### config.mk
export PLATFORM = sky130hd
export DESIGN_NAME = rf_arbiter
export DESIGN_NICKNAME = d
export VERILOG_FILES = /design/src/rtl/rf_arbiter.sv
export SDC_FILE = /design/constraint.sdc
export NUM_CORES = 1
export LEC_CHECK = 0
export BUFFER_PORTS_ARGS = -buffer_cell sky130_fd_sc_hd__buf_2
export CORE_ASPECT_RATIO = 2
export CORE_MARGIN = 8
export CORE_UTILIZATION = 40
export CTS_BUF_LIST = sky130_fd_sc_hd__clkbuf_8
export DETAILED_ROUTE_END_ITERATION = 6
export PLACE_DENSITY = 0.78
export SLEW_MARGIN = 0
export SYNTH_ARGS = -nofsm -noshare
export SYNTH_HDL_FRONTEND = slang
export SYNTH_SLANG_ARGS = --single-unit
### constraint.sdc
create_clock -name clk -period 1.25 [get_ports clk]
set_input_delay 0.125 -clock clk [delete_from_list [all_inputs] [get_ports clk]]
set_output_delay 0.125 -clock clk [all_outputs]
set_load 0.01 [all_outputs]
### src/rtl/rf_arbiter.sv
// rf_arbiter: two-port round-robin arbiter in front of the 16x8 display
// register file. After reset or a clear request it sweeps every entry to
// zero before granting any access.
//
// Handshake: a port raises {x}_req with we/addr/wdata valid and holds them
// until {x}_gnt is seen high; the transfer happens on the rising edge where
// req and gnt are both high. Reads return {x}_rdata with a one-cycle
// {x}_rvalid pulse in the following cycle.
module rf_arbiter #(
    parameter int AW = 4,
    parameter int DW = 8
) (
    input  logic          clk,
    input  logic          rst,
    input  logic          clr_req,
    input  logic          a_req,
    input  logic          a_we,
    input  logic [AW-1:0] a_addr,
    input  logic [DW-1:0] a_wdata,
    input  logic          b_req,
    input  logic          b_we,
    input  logic [AW-1:0] b_addr,
    input  logic [DW-1:0] b_wdata,
    output logic          a_gnt,
    output logic          b_gnt,
    output logic          a_rvalid,
    output logic [DW-1:0] a_rdata,
    output logic          b_rvalid,
    output logic [DW-1:0] b_rdata,
    output logic          rf_we,
    output logic [AW-1:0] rf_addr,
    output logic [DW-1:0] rf_din,
    input  logic [DW-1:0] rf_dout,
    output logic          init_busy
);

    typedef enum logic {ST_INIT = 1'b0, ST_RUN = 1'b1} state_t;

    state_t        state_q, state_d;
    logic [AW-1:0] cnt_q, cnt_d;
    // 1 when B holds the most recent grant, so A wins the next tie.
    logic          last_b_q, last_b_d;
    logic          a_rvalid_q, a_rvalid_d;
    logic          b_rvalid_q, b_rvalid_d;
    logic [DW-1:0] a_rdata_q, a_rdata_d;
    logic [DW-1:0] b_rdata_q, b_rdata_d;

    // Sweep/arbitration decode, datapath mux and next-state computation.
    always_comb begin
        state_d    = state_q;
        cnt_d      = cnt_q;
        last_b_d   = last_b_q;
        a_rvalid_d = 1'b0;
        b_rvalid_d = 1'b0;
        a_rdata_d  = a_rdata_q;
        b_rdata_d  = b_rdata_q;
        a_gnt      = 1'b0;
        b_gnt      = 1'b0;
        rf_we      = 1'b0;
        rf_addr    = '0;
        rf_din     = '0;
        init_busy  = 1'b0;

        if (rst) begin
            // Everything is gated off; the flops are cleared in always_ff.
            init_busy = 1'b1;
        end else begin
            case (state_q)
                ST_INIT: begin
                    // Zeroing sweep: requests and clr_req wait for RUN.
                    init_busy = 1'b1;
                    rf_we     = 1'b1;
                    rf_addr   = cnt_q;
                    cnt_d     = cnt_q + AW'(1);
                    if (cnt_q == {AW{1'b1}}) begin
                        state_d = ST_RUN;
                    end
                end
                default: begin
                    if (clr_req) begin
                        // Clear beats any request; the request stays pending.
                        state_d = ST_INIT;
                        cnt_d   = '0;
                    end else begin
                        a_gnt = a_req && (!b_req || last_b_q);
                        b_gnt = b_req && !a_gnt;
                        if (a_gnt) begin
                            rf_we    = a_we;
                            rf_addr  = a_addr;
                            rf_din   = a_wdata;
                            last_b_d = 1'b0;
                            if (!a_we) begin
                                a_rvalid_d = 1'b1;
                                a_rdata_d  = rf_dout;
                            end
                        end else if (b_gnt) begin
                            rf_we    = b_we;
                            rf_addr  = b_addr;
                            rf_din   = b_wdata;
                            last_b_d = 1'b1;
                            if (!b_we) begin
                                b_rvalid_d = 1'b1;
                                b_rdata_d  = rf_dout;
                            end
                        end
                    end
                end
            endcase
        end
    end

    // State, sweep counter, fairness pointer and registered read returns.
    always_ff @(posedge clk) begin
        if (rst) begin
            state_q    <= ST_INIT;
            cnt_q      <= '0;
            last_b_q   <= 1'b1;
            a_rvalid_q <= 1'b0;
            b_rvalid_q <= 1'b0;
            a_rdata_q  <= '0;
            b_rdata_q  <= '0;
        end else begin
            state_q    <= state_d;
            cnt_q      <= cnt_d;
            last_b_q   <= last_b_d;
            a_rvalid_q <= a_rvalid_d;
            b_rvalid_q <= b_rvalid_d;
            a_rdata_q  <= a_rdata_d;
            b_rdata_q  <= b_rdata_d;
        end
    end

    assign a_rvalid = a_rvalid_q;
    assign b_rvalid = b_rvalid_q;
    assign a_rdata  = a_rdata_q;
    assign b_rdata  = b_rdata_q;

endmodule

==> flow_summary.yaml <==
die:
  die_y_um: 94.3
  rows: 28
  die_area_um2: 5200
  initial_core_util_pct: 41.7
  core_area_um2: 2940
  pin_count: 73
  die_w_um: 55.2
power_and_ir_drop:
  vdd_ir_drop_max_mv: 0.843
  powerDensity_nw_per_um2: 839
  p_leak_nw: 0.878
critical_path:
  worstSetupPathType: "reg2out"
  cp_slowest_cell: "dfxtp_2"
  start_kind: "flop"
  r2r_end: "b_rdata[0]"
  r2r_start: "last_b_q"
  crit_start: "last_b_q"
  worstPathRequired_ns: 1.12
  slowest_delay_ns: 0.35
  crit_path_end_kind: "primary output"
  rr_worst_depth: 4
  crit_arrival_ns: 1.39
  path_cells: "nand2b_4 > and4_4 > a221o_1 > buf_2"
  worst-path-max-fanout: 7
  regToRegSetupSlack_ns: 0.06
synthesis:
  synth_cells: 128
  synth_area_per_cell_um2: 9.59
  synth_edf_count: 0
  ys_warn_count: 0
  syn_area_um2: 1230
  yosys.area.top_type: "dfxtp_1"
  synthFlopType: "dfxtp_1"
  ys_async_sr_fraction_pct: 0
  ys_seq_elements: 24
  syn-num-nets: 168
  yosys-top-cells-area: "dfxtp_1, nand2b_1, mux2i_1"
  yosysUniqueCellTypes: 29
  synth_top_area_share_pct: 39.1
  synth-seq-area-share_pct: 39.1
cells_and_area:
  area_growth_pct: 41.8
  antennaDiodeCount: 0
  area.sequential_um2: 485
  stdcell_count: 233
  final_cell_mix: "buf_2, nand2b_1, dfxtp_1, mux2i_1"
  final_common_cell: "buf_2"
  drive_gt1_share_pct: 46.3
  multi_input_area_um2: 732
  fill_cells: 260
  design_area_um2: 1740
  nets: 244
timing:
  slew_violations: 0
  worst_hold_slack_ns: 0.0741
  setup_viol: 15
  hold_viol_final: 0
  max_freq_mhz: 660
  tns_ns: -2.97
  setup_ws_ns: -0.265
  grt_setup_unrepaired: "yes"
  worst_pin_slew_ns: 0.233
  fin_crit_sh_pct: 121
  finalClockSkew_ns: 0.00207
  min_period_ns: 1.52
  slew_headroom_pct: 84.5
grt:
  grt_util_all_layers_pct: 14.1
  antenna_found_initial: 0
  grt_max_degree: 32
  grt_pass1_wl_um: 5690
  gr-total-overflow: 0
  first_global_vias: 1291
outcome:
  status: "complete, but fails checks"
  violations: "setup timing"
clocking:
  clk_pin_slew_ns: 0.08
  clock-root-buffer: "clkbuf_8"
  clkSinkCount: 24
  cts_tree: "yes"
  numCtsBuffers: 3
  clock_latency_ns: 0.26
  cts_max_level: 1
  hold_buffers: 0
  clockBufferDepth: 2
route:
  vias: 1224
  drt-total-wl_um: 3700
  viasPerCell: 5.25
  ant_nets: 0
  drtPass1Iterations: 4
  drtIter0Drc: 30
  drc: 0
  wl_per_cell_um: 15.9
worst_hold_path:
  hold_end: "b_rvalid"
  hp-class: "in2reg"
  min_path_cells: 2
  min_from: "b_we"
job:
  maxCapViolations: 0
placement:
  place_area_um2: 1610
  dpl.hpwl_um: 2860
  dp_cells: 226
  gp_congestion: 0.769
  portBuffers: 72
## layer usage
metal	part of all wire [%]	global-route usage, %	wire length, µm	up-vias
li1	-	-	-	607
met1	35	14.1	1300	544
met2	50	24.8	1850	65
met3	13	4.09	463	8
met4	2.5	6.45	91	0
met5	0	0	0	-
## critical path, delay by kind of cell, from the launching register on
kind,cells,cell delay (ns)
buffers and inverters,1,0.14
flip-flops,1,0.35
AO/OA/AOI/OAI,1,0.29
AND/OR/NAND/NOR,2,0.35
## cell type report
cell class	instances	share of cell area, %
well taps	30	2.16
multi-input cells	96	42.1
clock buffers	4	3.16
flip-flops and latches	24	27.9
repair buffers	79	24.7
## worst max path at each step
stage	to	cells after the start	slack, ns
after floorplan	rf_addr[2]	4	0.002
after global routing	rf_addr[1]	4	-0.32
after global placement	rf_addr[2]	4	-0.01
after CTS	rf_addr[0]	4	-0.26
final	rf_addr[0]	4	-0.27
after detailed placement	rf_addr[0]	4	-0.02
## cell families after synthesis
kind of cell | Yosys count | synth area share, %
muxes | 16 | 13.0
buffers and inverters | 10 | 5.61
and+or+nand+nor | 54 | 26.8
AOI/OAI and AO/OA | 23 | 14.4
adders and majority gates | 1 | 1.02
DFF | 24 | 39.1
## registers in the layout (all words and copies together), names as in the netlist
name      count
b_rdata       8
last_b_q      1
state_q       1
a_rdata       8
cnt_q         4
b_rvalid      1
a_rvalid      1
## power breakdown
part	internal, mW	switching [mW]	leakage (nW)
sequential	0.770	0.0102	0.194
clock	0.281	0.239	0.0288
combinational	0.0874	0.0735	0.655
total	1.14	0.322	0.878
## through the flow
step | setup slack (ns) | power (mW) | utilization [%]
4_1_cts | -0.257 | 1.47 | 57.9
5_1_grt | -0.316 | 1.52 | 59.1
3_5_place_dp | -0.0248 | 0.955 | 54.8
3_3_place_gp | -0.00973 | 0.956 | 54.8
2_1_floorplan | 0.00223 | 0.868 | -
6_report | -0.265 | 1.46 | 59.1
## timing repair
action	in CTS	in global routing
resized for setup	4	8
buffers inserted	1	0
gates cloned	2	0
setup endpoints to repair	15	26
pin swaps	3	2
## synthesized netlist by cell type, types with 2 or more instances
library cell,instances
a21oi_1,5
a221o_1,4
a22o_1,8
and2_1,3
buf_4,2
buf_6,3
clkbuf_1,4
dfxtp_1,24
mux2i_1,16
nand2_1,3
nand2b_1,28
nand4b_1,2
nor2_1,8
nor3b_1,2
o21ai_0,2
Power figures use the tool's default switching activity.
